### src/rtl/seven_seg_display.sv
// seven_seg_display: binary to decimal/hex seven-segment driver with overflow dashes and leading-zero blanking.
module seven_seg_display #(
    parameter int DIGITS = 4,
    parameter int WIDTH  = 16
) (
    input  logic                  i_clk,
    input  logic                  i_rst_n,
    input  logic                  i_valid,
    input  logic [WIDTH-1:0]      i_value,
    input  logic                  i_hex_mode,
    input  logic                  i_blank_lz,
    output logic                  o_ready,
    output logic                  o_done,
    output logic                  o_overflow,
    output logic [DIGITS*7-1:0]   o_seven
);
    function automatic int dec_digits(input int w);
        longint unsigned v;
        int n;
        v = (64'd1 << w) - 64'd1;
        n = 1;
        while (v >= 64'd10) begin
            v = v / 64'd10;
            n++;
        end
        return n;
    endfunction

    function automatic logic [6:0] seg(input logic [3:0] d);
        case (d)
            4'h0: seg = 7'b1000000;
            4'h1: seg = 7'b1111001;
            4'h2: seg = 7'b0100100;
            4'h3: seg = 7'b0110000;
            4'h4: seg = 7'b0011001;
            4'h5: seg = 7'b0010010;
            4'h6: seg = 7'b0000010;
            4'h7: seg = 7'b1011000;
            4'h8: seg = 7'b0000000;
            4'h9: seg = 7'b0010000;
            4'hA: seg = 7'b0001000;
            4'hB: seg = 7'b0000011;
            4'hC: seg = 7'b1000110;
            4'hD: seg = 7'b0100001;
            4'hE: seg = 7'b0000110;
            default: seg = 7'b0001110;
        endcase
    endfunction

    // The BCD register holds every decimal digit WIDTH bits can produce, so hex nibbles always fit too.
    localparam int BD  = dec_digits(WIDTH);
    localparam int BW  = 4 * BD;
    localparam int EXT = BD > DIGITS ? BD : DIGITS;
    localparam int CW  = $clog2(WIDTH + 1);

    typedef enum logic [1:0] {IDLE, CONV, OUT} state_t;
    state_t state, state_nxt;
    logic [BW-1:0] bcd, bcd_adj;
    logic [WIDTH-1:0] bin;
    logic [CW-1:0] cnt;
    logic blank_q;
    logic [4*EXT-1:0] ext;
    logic [DIGITS*7-1:0] seven_nxt;
    logic ovf, run;
    logic [3:0] d;

    always_ff @(posedge i_clk)
        state <= !i_rst_n ? IDLE : state_nxt;

    always_comb begin
        state_nxt = (state == IDLE) ? (i_valid ? (i_hex_mode ? OUT : CONV) : IDLE) :
                    (state == CONV) ? (cnt == CW'(WIDTH - 1) ? OUT : CONV) : IDLE;
    end

    always_comb begin
        o_ready = state == IDLE;
    end

    always_comb begin
        bcd_adj = bcd;
        for (int i = 0; i < BD; i++)
            bcd_adj[4*i +: 4] = bcd[4*i +: 4] >= 4'd5 ? bcd[4*i +: 4] + 4'd3 : bcd[4*i +: 4];
    end

    // Walk from the top digit down so run stays set only while every digit at or above is zero.
    always_comb begin
        ext = '0;
        ext[BW-1:0] = bcd;
        ovf = (ext >> (4 * DIGITS)) != '0;
        run = 1'b1;
        d = '0;
        seven_nxt = '1;
        for (int i = DIGITS - 1; i >= 0; i--) begin
            d = ext[4*i +: 4];
            run = run && d == 4'd0;
            seven_nxt[7*i +: 7] = ovf ? 7'b0111111 : (blank_q && i != 0 && run) ? 7'b1111111 : seg(d);
        end
    end

    always_ff @(posedge i_clk) begin
        if (!i_rst_n) begin
            o_seven    <= '1;
            o_done     <= 1'b0;
            o_overflow <= 1'b0;
        end else begin
            o_done <= state == OUT;
            if (state == IDLE && i_valid) begin
                bin     <= i_value;
                bcd     <= i_hex_mode ? BW'(i_value) : '0;
                cnt     <= '0;
                blank_q <= i_blank_lz;
            end else if (state == CONV) begin
                {bcd, bin} <= {bcd_adj, bin} << 1;
                cnt        <= cnt + 1'b1;
            end
            if (state == OUT) begin
                o_seven    <= seven_nxt;
                o_overflow <= ovf;
            end
        end
    end
endmodule

### config.mk
export PLATFORM = sky130hd
export DESIGN_NAME = seven_seg_display
export DESIGN_NICKNAME = d
export VERILOG_FILES = /design/src/rtl/seven_seg_display.sv
export SDC_FILE = /design/constraint.sdc
export NUM_CORES = 1
export LEC_CHECK = 0
export ABC_AREA = 1
export BUFFER_PORTS_ARGS = -buffer_cell sky130_fd_sc_hd__buf_2
export CAP_MARGIN = 20
export CORE_AREA = 3 3 80 138
export CTS_CLUSTER_DIAMETER = 150
export DETAILED_ROUTE_END_ITERATION = 10
export DIE_AREA = 0 0 83 141
export PLACE_DENSITY = 0.71
export SYNTH_ARGS = -nofsm -noshare
export SYNTH_HDL_FRONTEND = slang
export SYNTH_SLANG_ARGS = --single-unit
### constraint.sdc
create_clock -name i_clk -period 2.1 [get_ports i_clk]
set_input_delay 0.21 -clock i_clk [delete_from_list [all_inputs] [get_ports i_clk]]
set_output_delay 0.21 -clock i_clk [all_outputs]
set_load 0.005 [all_outputs]
* After elaboration in Yosys (flattened, before gate mapping) *
Memory sizes are Yosys's and may differ from the RTL's. A register that Yosys moved wholly into a read port is not among the register bits.
Index checks and enable logic that the tools add are counted.

storage, ports and cells
  ROM bits = 448
  word-level logic and storage cells = 67
  bits in registers = 74
  memories = 4
  input port bits = 21
  output and inout port bits = 31

memories
  name              words  width  read ports  clocked after Yosys merged registers in  wr ports  line  text
  (name not given)  16     7      1           1                                        0         30    case (d)
  (name not given)  16     7      1           1                                        0         30
  (name not given)  16     7      1           1                                        0         30
  (name not given)  16     7      1           1                                        0         30

operators by class
  equality and inequality tests = 3
  multiplexer cells = 27
  $lt $le $gt $ge = 5
  add/subtract/negate cells = 6
  reductions and logical operators = 14

operators by type and width
  cell                                                                number
  2-to-1 mux 7 bit                                                    7
  2-to-1 mux 16 bit                                                   3
  2-to-1 mux 20 bit                                                   2
  2-to-1 mux 4 bit                                                    8
  greater-or-equal comparator 4 x 3 -> 1 bit (second input constant)  5
  nonzero test 20 bit                                                 1
  adder 4 x 2 -> 4 bit (second input constant)                        4
  logical NOT 4 bit                                                   3
  2-to-1 mux 2 bit                                                    5
  logical AND 1 bit                                                   6
  adder 5 x 1 -> 5 bit (second input constant)                        1
  equality test 5 x 4 -> 1 bit (second input constant)                1
  2-to-1 mux 5 bit                                                    1
  AND reduction 2 bit                                                 2
  adder 3 x 2 -> 3 bit (second input constant)                        1
  2-to-1 mux 3 bit                                                    1
  equality test 2 x 1 -> 1 bit (second input constant)                1
  equality test 2 bit (second input constant)                         1
  logical NOT 2 bit                                                   1
  nonzero test 2 bit                                                  1

* Logic depth before layout (Yosys ltp) *
Gate-level depths: netlist of run 1.

  depth in word-level cells = 6
  gate-level depth with buffers = 16
  gate-level depth less buffers = 16

* Least setup slack after synthesis of run 1 *
Ideal clock, no wire load.

  kind = register to register
  start = reg state[1]
  end = reg with a tool-made name
  setup time = 113 ps
  period minus slack after synthesis = 2103 ps
  setup slack = -3 ps
  buffers on the path = 1
  arrival = 1990 ps
  cell stages (with the launch flop) = 15
  data required time = 1987 ps
  path through = dfxtp_1 -> nor2_4 -> nand2_4 -> inv_4 -> nand2_4 -> nand2_8 -> buf_4 -> nand3_1 -> nand2_1 -> inv_1 -> ha_1 -> nand3_1 -> nand2_1 -> nand2_1 -> nand2_1

RTL lines
  what                    line  text
  from (decl)             57    state_t state, state_nxt;
  from (signal assigned)  68    state <= !i_rst_n ? IDLE : state_nxt;

==> results of run 1 <==
## worst max-delay path by stage
stage / cells past startpoint / endpoint / slack [ns] / startpoint
2_1_floorplan: 14 / flop / 0.11 / state[1]$_SDFF_PN0_
3_3_place_gp: 15 / flop / 0.03 / bcd[9]$_DFFE_PN_
3_5_place_dp: 15 / flop / -0.04 / bcd[4]$_DFFE_PN_
4_1_cts: 15 / flop / 0.02 / bcd[8]$_DFFE_PN_
5_1_grt: 15 / flop / -0.03 / bcd[9]$_DFFE_PN_
6_report: 14 / flop / 0.11 / bcd[12]$_DFFE_PN_
## metal layers
layer,global-route usage (%),up-vias,share of wire (%)
met1,23.6,2176,40
li1,-,2406,-
met2,39.0,113,54
met5,0,-,0
met3,2.75,20,3.2
met4,9.73,0,2.4
## area by class of cell
class                   instances  share of cell area (%)
multi-input cells             497                    43.2
flip-flops and latches        102                    37.3
repair buffers                 95                    9.04
clock buffers                  11                    4.00
inverters                      60                    3.56
well taps                     125                    2.37
clock inverters                 5                   0.550
## report_power, final
group / leakage [nW] / switching (mW) / total, mW / internal, mW
Combinational: 2.08 / 0.885 / 1.42 / 0.531
Sequential: 0.893 / 0.0918 / 2.43 / 2.34
Clock: 0.148 / 0.711 / 1.63 / 0.915
## Yosys cell counts, types with 2 or more instances
library cell	count	area [µm²]
nand2_1	248	931
nand3_1	81	405
dfxtp_1	60	1200
inv_1	53	199
edfxtp_1	42	1260
ha_1	38	475
nor2_1	29	109
o21ai_0	19	95.1
o22ai_1	18	113
nand4_1	11	68.8
a21oi_1	9	45.0
clkbuf_1	8	30.0
nor3_1	8	40.0
nand2_2	6	37.5
nand3b_1	5	37.5
o21ai_2	5	43.8
buf_4	4	30.0
inv_2	4	15.0
o21ai_1	4	20.0
buf_2	3	15.0
nand2_4	3	33.8
nand3_2	3	30.0
inv_4	2	12.5
nor2_4	2	22.5
## worst max-delay path, delay by kind of cell, from the launching register on
family | cells | cell delay, ns
adders and majority gates | 2 | 0.45
buffers and inverters | 2 | 0.19
DFF | 1 | 0.43
and+or+nand+nor | 10 | 0.79
## logic make-up (layout without fill, tap and decap cells)
kind of cell,Yosys count,count (layout),synth area share [%]
fa+ha+maj,38,38,8.86
compound gates,58,58,6.34
buf+inv,76,171,5.90
xor+xnor,1,1,0.163
flops,102,102,45.9
simple gates,399,400,32.8
## per-stage QoR
step | setup WS [ns] | std cells | util (%)
finish | 0.113 | 895 | 66.2
global placement | 0.0320 | 858 | 58.9
global route | -0.0339 | 895 | 66.2
detailed placement | -0.0422 | 858 | 58.9
CTS | 0.0158 | 876 | 62.1
floorplan | 0.107 | 674 | -
## what timing repair did
action                     4_1_cts  5_1_grt
pin swaps                        0       16
hold endpoints to repair         0        0
hold buffers                     0        0
buffers inserted                 2       18
cloned                           0        1
resized for setup                5       69
setup endpoints to repair        7       28
==> impl_metrics.toml, run 1 <==
[run_status]
status = "finished clean"

[setup_path]
worst-path-max-fanout = 6
path_cells = "buf_4 > ha_2 > nand2_2 > nand3_4 > nand2_2 > nand3_2 > nand3_2 > nand2_4 > ha_4 > inv_1 > nand3_1 > nand2_1 > nand2_1 > nand2_1"
worstRegToRegCells = 14
arrival_ns = 2.23
cpPeakStageDelay_ns = 0.43
cp.required_ns = 2.34
r2r-start = "bcd[12]$_DFFE_PN_"
path_class = "reg -> reg"
timing.reg2reg.setup_slack_ns = 0.11
startpoint_type = "flop"
crit_slowest_cell = "edfxtp_1"
end_kind = "flop"
crit_top_cell = "nand2_1"

[cells_and_area]
n_antenna_cell = 0
fin_area_um2 = 6600
layout.cells.most_common = "nand2_1"
fillerInstances = 843
area_delta_synth_final_pct = 23.1
multi_input_area_um2 = 2850
regArea_um2 = 2460
final_cell_mix = "229 x nand2_1, 68 x nand3_1, 60 x dfxtp_1"
nets = 824
drive_gt1_share_pct = 25.7

[place]
dpl_cell_area_um2 = 5870
place_hpwl_um = 9110
numPortBuffers = 51
gp_congestion = 0.903

[synthesis]
ys_warn_count = 0
syn_inst = 674
synth.net_count = 733
ys_ff_latch = 102
synth_edf_count = 42
ys.flop_type = "dfxtp_1"
ys_seq_area_share_pct = 45.9
synthArstFlopShare_pct = 0
syn_area_um2 = 5360
syn_area_per_cell_um2 = 7.96
yosysUniqueCellTypes = 33

[sta]
holdWs_ns = 0.0504
setup_violations = 0
tightest_slew_ns = 0.418
slew_headroom_pct = 71.9
finalMaxSlewViolations = 0
fmax_mhz = 503
fin_crit_sh_pct = 94.6
setup_tns_ns = 0
hold_viol = 0
fin_skew_ns = 0.00709
fin_crit_ns = 1.99

[cts]
cts_buffers = 9
htreeDepth = 3
clkTransAtPathRegs_ns = 0.07
cts.sinks = 102
cts_root_buf = "clkbuf_16"
cts.path.max_buffers = 2
cts_tree = "done"
clock_latency_ns = 0.34

[drt]
wl_per_cell_um = 13.6
vias = 4715
drt_iter0_markers = 209
post-route-drc-count = 0
vias_per_cell = 5.27
detail-route-antenna-nets = 0
drt-total-wl_um = 12200
drtPass1Iterations = 5

[global_routing]
grt_usage_pct = 21.0
grt_pass1_wl_um = 20400
grt.overflow.total = 0
antenna_found_initial = 0
grt_pass1_vias = 4500
grt_max_degree = 30

[floorplanning]
initial_core_util_pct = 53.8
die_y_um = 141
die_w_um = 83
io_pins = 52
dieArea_um2 = 11700
core_um2 = 9970
num_rows = 48

[power]
power_mw = 5.47
peakVddDrop_v = 0.000586
power_density_nw_per_um2 = 829
p_leak_nw = 3.12

[worst_hold_path]
hold_path_class = "in -> reg"
min_to = "blank_q$_DFFE_PP_"
whs_path_depth = 1
hold_path_startpoint = "i_blank_lz"

[job]
maxCapViolCount = 0
(Power assumes the default switching activity.)
==> inputs of run 2 (changes only) <==
--- a/config.mk
+++ b/config.mk
@@ -8,10 +8,11 @@
 export ABC_AREA = 1
 export BUFFER_PORTS_ARGS = -buffer_cell sky130_fd_sc_hd__buf_2
 export CAP_MARGIN = 20
-export CORE_AREA = 3 3 80 138
+export CORE_AREA = 2 2 79 137
 export CTS_CLUSTER_DIAMETER = 150
 export DETAILED_ROUTE_END_ITERATION = 10
-export DIE_AREA = 0 0 83 141
+export DIE_AREA = 0 0 81 139
+export MAX_ROUTING_LAYER = met4
 export PLACE_DENSITY = 0.71
 export SYNTH_ARGS = -nofsm -noshare
 export SYNTH_HDL_FRONTEND = slang
==> constraint.sdc (replaced) <==
create_clock -name i_clk -period 2.1 [get_ports i_clk]
set_input_delay 0.21 -clock i_clk [delete_from_list [all_inputs] [get_ports i_clk]]
set_output_delay 0.21 -clock i_clk [all_outputs]
set_load 0.01 [all_outputs]
==> impl_metrics.toml, run 2 (same netlist as run 1, synthesis figures left out) <==
[run_status]
status = "finished clean"

[setup_path]
cpPeakStageDelay_ns = 0.44
worst-path-max-fanout = 6
cp.required_ns = 2.35
startpoint_type = "flop"
cp_num_buf_inv = 3
r2r-start = "bcd[8]$_DFFE_PN_"
path_cells = "inv_2 > ha_2 > inv_1 > nand2_2 > nand4_1 > nand3_2 > nand3_2 > nand2_4 > inv_2 > ha_1 > nand3_1 > nand2_1 > nand2_1 > nand2_1"
crit_family = "simple AND/OR/NAND/NOR gates"
end_kind = "flop"
crit_cells = 14
path_class = "reg -> reg"
arrival_ns = 2.25
crit_top_cell = "nand2_1"
timing.reg2reg.setup_slack_ns = 0.1
crit_slowest_cell = "edfxtp_1"
worstRegToRegCells = 14
worstSetupStartpoint = "bcd[8]$_DFFE_PN_"

[power]
power_density_nw_per_um2 = 861
power_mw = 5.60
p_leak_nw = 3.08
peakVddDrop_v = 0.000518

[cts]
cts_hold_buf = 0
cts.path.max_buffers = 2
cts.sinks = 102
clkTransAtPathRegs_ns = 0.07
cts_buffers = 9
clock_latency_ns = 0.35
cts_tree = "done"
htreeDepth = 3
cts_root_buf = "clkbuf_16"

[cells_and_area]
fin_area_um2 = 6500
fin_util_pct = 63.9
layout.cells.most_common = "nand2_1"
n_antenna_cell = 0
area_delta_synth_final_pct = 21.3
nets = 815
final_cell_mix = "234 x nand2_1, 72 x nand3_1, 60 x dfxtp_1"
drive_gt1_share_pct = 23.0
fin_cells = 888

[place]
numPortBuffers = 51
dp_cells = 857
place_hpwl_um = 8650
gp_congestion = 0.917
dpl_cell_area_um2 = 5870
preCtsSetupSlack_ns = -0.0580

[sta]
setup_violations = 0
fmax_mhz = 499
hold_viol = 0
finalMaxSlewViolations = 0
fin_crit_ns = 2.00
fin_skew_ns = 0.00685
slew_headroom_pct = 69.7
timing.final.ws_setup_ns = 0.0961
rsz0062_at_grt = "yes"
tightest_slew_ns = 0.451
fin_crit_sh_pct = 95.4

[floorplanning]
die_w_um = 81
num_rows = 49
initial_core_util_pct = 52.7
die_y_um = 139
io_pins = 52
dieArea_um2 = 11300
core_um2 = 10200

[job]
maxCapViolCount = 0

[global_routing]
met2_usage_pct = 36.4
grt_pass1_vias = 4184
grt.overflow.total = 0
busiest_layer = "met2"
grt_pass1_wl_um = 18600
antenna_found_initial = 0
grt_max_degree = 32
use_met3_pct = 2.41
use_met1_pct = 24.1
grt_usage_pct = 21.5

[drt]
drtPass1Iterations = 4
drt_iter0_markers = 364
vias = 4660
wl_per_cell_um = 13.4
post-route-drc-count = 0
drt-total-wl_um = 11900
vias_per_cell = 5.25
detail-route-antenna-nets = 0

[worst_hold_path]
hold_path_class = "in -> reg"
## run 2: cell type report
class | count | area, µm²
Clock buffer | 12 | 279
Clock inverter | 4 | 56.3
Fill cell | 897 | 3670
Inverter | 60 | 235
Multi-Input combinational cell | 497 | 2770
Sequential cell | 102 | 2460
Tap cell | 127 | 159
Timing Repair Buffer | 86 | 543
## run 2: per-layer routing
layer	vias to the layer above	wire length (µm)
li1	2400	-
met1	2097	4710
met2	133	6340
met3	30	443
met4	0	423
met5	-	0
## run 2: report_power, final
group	switching [mW]	internal, mW	leakage [nW]
combinational	0.865	0.501	2.03
sequential	0.0874	2.34	0.893
clock	0.726	1.08	0.164
total	1.68	3.92	3.08
## run 2: timing repair
item                       in CTS  in global routing
resized for setup               3                 50
buffers inserted                1                 13
gates cloned                    0                  1
pin swaps                       0                 12
setup endpoints to repair       4                 27
## run 2: worst min path at each step
stage | start | endpoint | slack (ns) | cells past startpoint
2_1_floorplan | i_blank_lz | blank_q$_DFFE_PP_ | 0.31 | 0
4_1_cts | i_blank_lz | blank_q$_DFFE_PP_ | 0.04 | 1
6_report | i_blank_lz | blank_q$_DFFE_PP_ | 0.04 | 1
5_1_grt | i_blank_lz | blank_q$_DFFE_PP_ | 0.03 | 1
3_5_place_dp | i_blank_lz | blank_q$_DFFE_PP_ | 0.40 | 1
3_3_place_gp | i_blank_lz | blank_q$_DFFE_PP_ | 0.39 | 1
## run 2: through the flow
step | hold WS (ns) | setup TNS (ns)
CTS | 0.0357 | 0
global placement | 0.388 | 0
floorplan | 0.309 | 0
finish | 0.0429 | 0
global route | 0.0349 | -0.263
detailed placement | 0.398 | -0.115
## run 2: worst register-to-register path, cell delays in order (launching register included)
cell and delay (ns):
edfxtp_1 0.44, inv_2 0.09, ha_2 0.20, inv_1 0.06, nand2_2 0.08, nand4_1 0.12
nand3_2 0.12, nand3_2 0.09, nand2_4 0.13, inv_2 0.07, ha_1 0.21, nand3_1 0.13
nand2_1 0.07, nand2_1 0.05, nand2_1 0.04
